**config.mk**
```make
export PLATFORM = sky130hd
export DESIGN_NAME = priv_intr_arbiter_flat
export DESIGN_NICKNAME = d
export VERILOG_FILES = /design/src/rtl/priv_intr_arbiter_if.sv /design/src/rtl/priv_intr_arbiter.sv /design/src/flat_wrapper.sv
export SDC_FILE = /design/constraint.sdc
export NUM_CORES = 1
export LEC_CHECK = 0
export ABC_AREA = 0
export CORE_ASPECT_RATIO = 1.4
export CORE_MARGIN = 10
export CORE_UTILIZATION = 30
export DETAILED_ROUTE_END_ITERATION = 6
export PLACE_DENSITY_LB_ADDON = 0.2
export SYNTH_ARGS = -nofsm -noshare
export SYNTH_HDL_FRONTEND = slang
export SYNTH_SLANG_ARGS = --single-unit
```
**constraint.sdc**
```tcl
create_clock -name CLK -period 2.6 [get_ports CLK]
set_input_delay 0.52 -clock CLK [delete_from_list [all_inputs] [get_ports CLK]]
set_output_delay 0.52 -clock CLK [all_outputs]
set_load 0.005 [all_outputs]
```
**src/rtl/priv_intr_arbiter_if.sv**
```systemverilog
// priv_intr_arbiter_if: interrupt sources, CSR views and the pipe-control request bundle
interface priv_intr_arbiter_if #(
  parameter int NUM_INT = 16,
  parameter int CAUSE_W = $clog2(NUM_INT)
);
  logic [NUM_INT-1:0] int_src, int_clear, int_en, int_deleg, pending;
  logic               mie_global, sie_global, pipe_clear, ex_mem_stall;
  logic [1:0]         curr_priv;
  logic               intr, intr_to_s, intr_taken;
  logic [CAUSE_W-1:0] intr_cause;
  modport master (
    input  int_src, int_clear, int_en, int_deleg, mie_global, sie_global, curr_priv,
           pipe_clear, ex_mem_stall,
    output pending, intr, intr_to_s, intr_cause, intr_taken
  );
  modport slave (
    output int_src, int_clear, int_en, int_deleg, mie_global, sie_global, curr_priv,
           pipe_clear, ex_mem_stall,
    input  pending, intr, intr_to_s, intr_cause, intr_taken
  );
endinterface

```
**src/rtl/priv_intr_arbiter.sv**
```systemverilog
// priv_intr_arbiter: pending/arbitration of NUM_INT interrupts with M/S delegation.
// Define INT_EDGE_DETECT_EN to make EDGE_MASK sources edge-latched (cleared by int_clear or take).
module priv_intr_arbiter #(
  parameter int                 NUM_INT   = 16,
  parameter int                 CAUSE_W   = $clog2(NUM_INT),
  parameter logic [NUM_INT-1:0] EDGE_MASK = '0
) (
  input logic CLK,
  input logic nRST,
  priv_intr_arbiter_if.master b
);
  typedef enum logic [1:0] {IDLE, WAIT, TAKE} state_t;
  state_t             state;
  logic               m_ok, s_ok;
  logic [NUM_INT-1:0] elig_m, elig_s, elig;
  logic [CAUSE_W-1:0] win_m, win_s;
  assign m_ok   = b.curr_priv != 2'd3 || b.mie_global;
  assign s_ok   = b.curr_priv == 2'd0 || (b.curr_priv == 2'd1 && b.sie_global);
  assign elig_m = b.pending & b.int_en & ~b.int_deleg & {NUM_INT{m_ok}};
  assign elig_s = b.pending & b.int_en & b.int_deleg & {NUM_INT{s_ok}};
  assign elig   = elig_m | elig_s;
  // Ascending scan: the last hit is the highest index in each target group
  always_comb begin
    win_m = '0;
    win_s = '0;
    for (int i = 0; i < NUM_INT; i++) begin
      win_m = elig_m[i] ? CAUSE_W'(i) : win_m;
      win_s = elig_s[i] ? CAUSE_W'(i) : win_s;
    end
  end
`ifdef INT_EDGE_DETECT_EN
  logic [NUM_INT-1:0] src_q, take_clr;
  assign take_clr = state == TAKE ? NUM_INT'(1) << b.intr_cause : '0;
  // Set beats a simultaneous clear on edge sources
  always_ff @(posedge CLK or negedge nRST) begin
    if (!nRST) begin
      src_q     <= '0;
      b.pending <= '0;
    end else begin
      src_q     <= b.int_src;
      b.pending <= (EDGE_MASK & ((b.int_src & ~src_q) | (b.pending & ~(b.int_clear | take_clr))))
                 | (~EDGE_MASK & b.int_src);
    end
  end
`else
  logic unused_cfg;
  assign unused_cfg = ^{b.int_clear, EDGE_MASK};
  always_ff @(posedge CLK or negedge nRST) begin
    if (!nRST) b.pending <= '0;
    else       b.pending <= b.int_src;
  end
`endif
  // Withdraw is tested before acceptance so a vanishing source is never taken
  always_ff @(posedge CLK or negedge nRST) begin
    if (!nRST) begin
      state        <= IDLE;
      b.intr       <= 1'b0;
      b.intr_to_s  <= 1'b0;
      b.intr_cause <= '0;
      b.intr_taken <= 1'b0;
    end else begin
      case (state)
        IDLE: if (|elig) begin
          state        <= WAIT;
          b.intr       <= 1'b1;
          b.intr_to_s  <= ~|elig_m;
          b.intr_cause <= |elig_m ? win_m : win_s;
        end
        WAIT: if (!elig[b.intr_cause]) begin
          state  <= IDLE;
          b.intr <= 1'b0;
        end else if (b.pipe_clear && !b.ex_mem_stall) begin
          state        <= TAKE;
          b.intr       <= 1'b0;
          b.intr_taken <= 1'b1;
        end
        default: begin
          state        <= IDLE;
          b.intr_taken <= 1'b0;
        end
      endcase
    end
  end
endmodule

```
**src/flat_wrapper.sv**
```systemverilog
// flat-port wrapper written by rule: the top's interface ports become plain ports
module priv_intr_arbiter_flat 
#(
  parameter int                 NUM_INT   = 16,
  parameter int                 CAUSE_W   = $clog2(NUM_INT),
  parameter logic [NUM_INT-1:0] EDGE_MASK = '0
)
  (CLK, nRST, b_int_src, b_int_clear, b_int_en, b_int_deleg, b_mie_global, b_sie_global, b_curr_priv, b_pipe_clear, b_ex_mem_stall, b_pending, b_intr, b_intr_to_s, b_intr_cause, b_intr_taken);
  priv_intr_arbiter_if #(.NUM_INT(NUM_INT), .CAUSE_W(CAUSE_W)) b_i ();
  input logic CLK;
  input logic nRST;
  input wire logic [$bits(b_i.int_src)-1:0] b_int_src;
  input wire logic [$bits(b_i.int_clear)-1:0] b_int_clear;
  input wire logic [$bits(b_i.int_en)-1:0] b_int_en;
  input wire logic [$bits(b_i.int_deleg)-1:0] b_int_deleg;
  input wire logic [$bits(b_i.mie_global)-1:0] b_mie_global;
  input wire logic [$bits(b_i.sie_global)-1:0] b_sie_global;
  input wire logic [$bits(b_i.curr_priv)-1:0] b_curr_priv;
  input wire logic [$bits(b_i.pipe_clear)-1:0] b_pipe_clear;
  input wire logic [$bits(b_i.ex_mem_stall)-1:0] b_ex_mem_stall;
  output wire logic [$bits(b_i.pending)-1:0] b_pending;
  output wire logic [$bits(b_i.intr)-1:0] b_intr;
  output wire logic [$bits(b_i.intr_to_s)-1:0] b_intr_to_s;
  output wire logic [$bits(b_i.intr_cause)-1:0] b_intr_cause;
  output wire logic [$bits(b_i.intr_taken)-1:0] b_intr_taken;
  assign b_i.int_src = b_int_src;
  assign b_i.int_clear = b_int_clear;
  assign b_i.int_en = b_int_en;
  assign b_i.int_deleg = b_int_deleg;
  assign b_i.mie_global = b_mie_global;
  assign b_i.sie_global = b_sie_global;
  assign b_i.curr_priv = b_curr_priv;
  assign b_i.pipe_clear = b_pipe_clear;
  assign b_i.ex_mem_stall = b_ex_mem_stall;
  assign b_pending = b_i.pending;
  assign b_intr = b_i.intr;
  assign b_intr_to_s = b_i.intr_to_s;
  assign b_intr_cause = b_i.intr_cause;
  assign b_intr_taken = b_i.intr_taken;
  priv_intr_arbiter #(.NUM_INT(NUM_INT), .CAUSE_W(CAUSE_W), .EDGE_MASK(EDGE_MASK)) u_core (.CLK(CLK), .nRST(nRST), .b(b_i));
endmodule
```
==> impl_metrics.json <==
{
  "outcome": "finished clean",
  "synth_top_area_share_pct": 32.6,
  "fin_total_pwr_mw": 1.67,
  "drcViolationCount": 0,
  "synth_flop_cell": "dfrtp_1",
  "htree_num_levels": 1,
  "post-cts-setup-buffer-count": 0,
  "routed_wirelength_mm": 6.75,
  "crit_type": "in2reg",
  "synthesis.area_um2": 1920,
  "worst_setup_path_start_kind": "input pin",
  "start_util_pct": 30.9,
  "portBuffers": 78,
  "path_clk_slew_ps": 90,
  "worstPathRequired_ps": 2820,
  "n_antenna_cell": 0,
  "rsz0062_at_grt": "yes",
  "rows": 34,
  "synth.area.top_cells": "dfrtp_1 (33%), and3b_1 (5.0%), nand2_1 (4.3%)",
  "crit_slowest_cell": "clkdlybuf4s50_1",
  "die_h_um": 115,
  "drive_gt1_share_pct": 26.8,
  "overflow": 0,
  "core_um2": 6210,
  "io_pins": 95,
  "die_width_um": 87.6,
  "slowest_delay_ps": 470,
  "path_cells": "clkdlybuf4s50_1 -> and3b_1 -> buf_12 -> a2111oi_0 -> a211oi_1 -> o211ai_1 -> nand4_1 -> nor3_1 -> o22a_1",
  "period_needed_ps": 2510,
  "grt_usage_pct": 13.6,
  "post-route-period-util_pct": 96.6,
  "synth.distinct_cells": 54,
  "area_growth_pct": 71.0,
  "synth_seq_area_share_pct": 32.6,
  "cp_max_fo": 5,
  "numClockSinks": 25,
  "wl_per_cell_um": 16.4,
  "drt_pre_antenna_iters": 4,
  "async_flop_share_pct": 100,
  "fmax_mhz": 398,
  "layout_common_cells": "clkdlybuf4s50_1 (78), buf_4 (60), dfrtp_1 (25), nand2_1 (22), nand3_1 (15)",
  "place_hpwl_mm": 5.79,
  "slew_headroom_pct": 61.6,
  "synth_edf_count": 0,
  "grt_max_degree": 26,
  "p_leak_nw": 1.44,
  "synth_top_cell_by_area": "dfrtp_1",
  "final-max-slew-violation-count": 0,
  "cts_hold_buf": 0,
  "antenna_found_initial": 0,
  "clock_latency_ps": 280,
  "post-route-util_pct": 52.9,
  "vias_per_cell": 5.19,
  "num_vias": 2133,
  "yosys_register_bits": 25,
  "post-place-cells": 407,
  "cts_root_buf": "clkbuf_8",
  "syn_nets": 274,
  "cts_tree": "done",
  "layout_commonest_cell": "clkdlybuf4s50_1",
  "grt_pass1_wl_mm": 11.0,
  "crit_family": "compound AO/OA/AOI/OAI gates",
  "nNetsFinal": 412,
  "first_iter_violations": 176,
  "final_cells": 411,
  "setup_viol": 0,
  "antenna_left": 0,
  "synth_area_per_cell_um2": 9.51,
  "timing.max_cap.violations": 0,
  "hold_path.class": "reg2reg",
  "tightest_slew_ps": 576,
  "grt_pass1_vias": 2279,
  "synthCells": 202,
  "vdd_drop_max_v": 0.000229,
  "n_fill_cell": 591,
  "crit_path_end_kind": "flop",
  "clockBufferDepth": 2,
  "dieArea_um2": 10000,
  "gp_congestion": 0.898,
  "skew_ps": 7.74,
  "worst_ep_arrival_time_ps": 2730,
  "power_density_nw_per_um2": 509,
  "cts-buffers-inserted": 3,
  "finalHoldViolCount": 0,
  "critPathBufInv": 2,
  "ys_warn_count": 0
}
==> report_power, final <==
| group | total [mW] | switching [mW] | internal, mW |
|---|---|---|---|
| Combinational | 0.816 | 0.320 | 0.496 |
| Sequential | 0.606 | 0.139 | 0.467 |
| Clock | 0.249 | 0.141 | 0.108 |
| Total | 1.67 | 0.600 | 1.07 |
==> final cells by class <==
cell class | count | area, um2 | share of cell area (%)
Tap cell | 72 | 90.1 | 2.74
Multi-Input combinational cell | 163 | 1220 | 37.3
Clock buffer | 3 | 41.3 | 1.26
Sequential cell | 25 | 626 | 19.0
Clock inverter | 1 | 5.00 | 0.152
Timing Repair Buffer | 140 | 1270 | 38.7
Inverter | 7 | 26.3 | 0.800
==> cell usage after synthesis (3+ instances only) <==
| library cell | count |
|---|---|
| dfrtp_1 | 25 |
| nand2_1 | 22 |
| nand3_1 | 15 |
| o21ai_0 | 12 |
| and3b_1 | 11 |
| nor3_1 | 9 |
| inv_1 | 7 |
| a21oi_1 | 6 |
| mux2i_1 | 5 |
| nand3b_1 | 5 |
| nor2_1 | 5 |
| a2111oi_0 | 4 |
| and3_1 | 4 |
| nand4_1 | 4 |
| o2111ai_1 | 4 |
| a211oi_1 | 3 |
| a31oi_1 | 3 |
| and2_1 | 3 |
| buf_6 | 3 |
| clkbuf_1 | 3 |
| mux2_4 | 3 |
| nor2b_1 | 3 |
| nor4b_2 | 3 |
| o211ai_1 | 3 |
==> sequential cells by signal (all words and copies together) (netlist names) <==
| signal | count |
|---|---|
| u_core.b.pending | 16 |
| u_core.b.intr_cause | 4 |
| u_core.state | 2 |
| u_core.b.intr | 1 |
| u_core.b.intr_taken | 1 |
| u_core.b.intr_to_s | 1 |
==> logic make-up after synthesis <==
| logic type | after synthesis | synth area share, % |
|---|---|---|
| simple gates | 102 | 36.6 |
| compound gates | 53 | 21.8 |
| mux | 8 | 4.95 |
| flops | 25 | 32.6 |
| buf+inv | 14 | 4.10 |
==> final timing paths <==
path / start / to / slack, ps / cells past startpoint
hold / removal: u_core.b.intr_taken$_DFFE_PN0P_ / u_core.b.intr_taken$_DFFE_PN0P_ / 490 / 1
min in group asynchronous: nRST / u_core.b.pending[12]$_DFF_PN0_ / 580 / 2
hold reg to reg: u_core.b.intr_taken$_DFFE_PN0P_ / u_core.b.intr_taken$_DFFE_PN0P_ / 490 / 1
max in group asynchronous: nRST / u_core.b.pending[0]$_DFF_PN0_ / 1750 / 2
setup reg to reg: u_core.b.pending[11]$_DFF_PN0_ / u_core.b.intr_cause[1]$_DFFE_PN0P_ / 470 / 7
setup / recovery: b_curr_priv[1] / u_core.b.intr$_DFFE_PN0P_ / 90 / 9
==> metal layers <==
layer | global-route usage (%) | wire length, um | vias to the layer above
met5 | 0 | 0 | -
met4 | 4.26 | 115 | 0
met3 | 3.21 | 421 | 7
met2 | 23.9 | 3630 | 66
met1 | 15.6 | 2580 | 1002
li1 | - | - | 1058
==> through the flow <==
| stage | cell area, um2 | hold WS [ps] | setup slack, ps | setup TNS, ps |
|---|---|---|---|---|
| after floorplan | 1920 | 224 | 432 | 0 |
| after CTS | 3280 | 499 | 84.3 | 0 |
| after detailed placement | 3230 | 475 | -228 | -1690 |
| final | 3280 | 490 | 89.6 | 0 |
| after global placement | 3230 | 475 | -192 | -1280 |
| after global routing | 3280 | 527 | -9.74 | -9.74 |
==> worst reg2reg max path: cells and delay by family, from the launching register on <==
| kind | cells | cell delay, ps |
|---|---|---|
| AOI/OAI and AO/OA | 4 | 1050 |
| and+or+nand+nor | 2 | 500 |
| DFF | 1 | 420 |
| muxes | 1 | 60 |
==> what timing repair did <==
item / in CTS / in global routing
endpoints found under the hold margin: 0 / 0
resized for setup: 0 / 1
endpoints found under the setup margin: 0 / 3
Power figures use the tool's default switching activity.
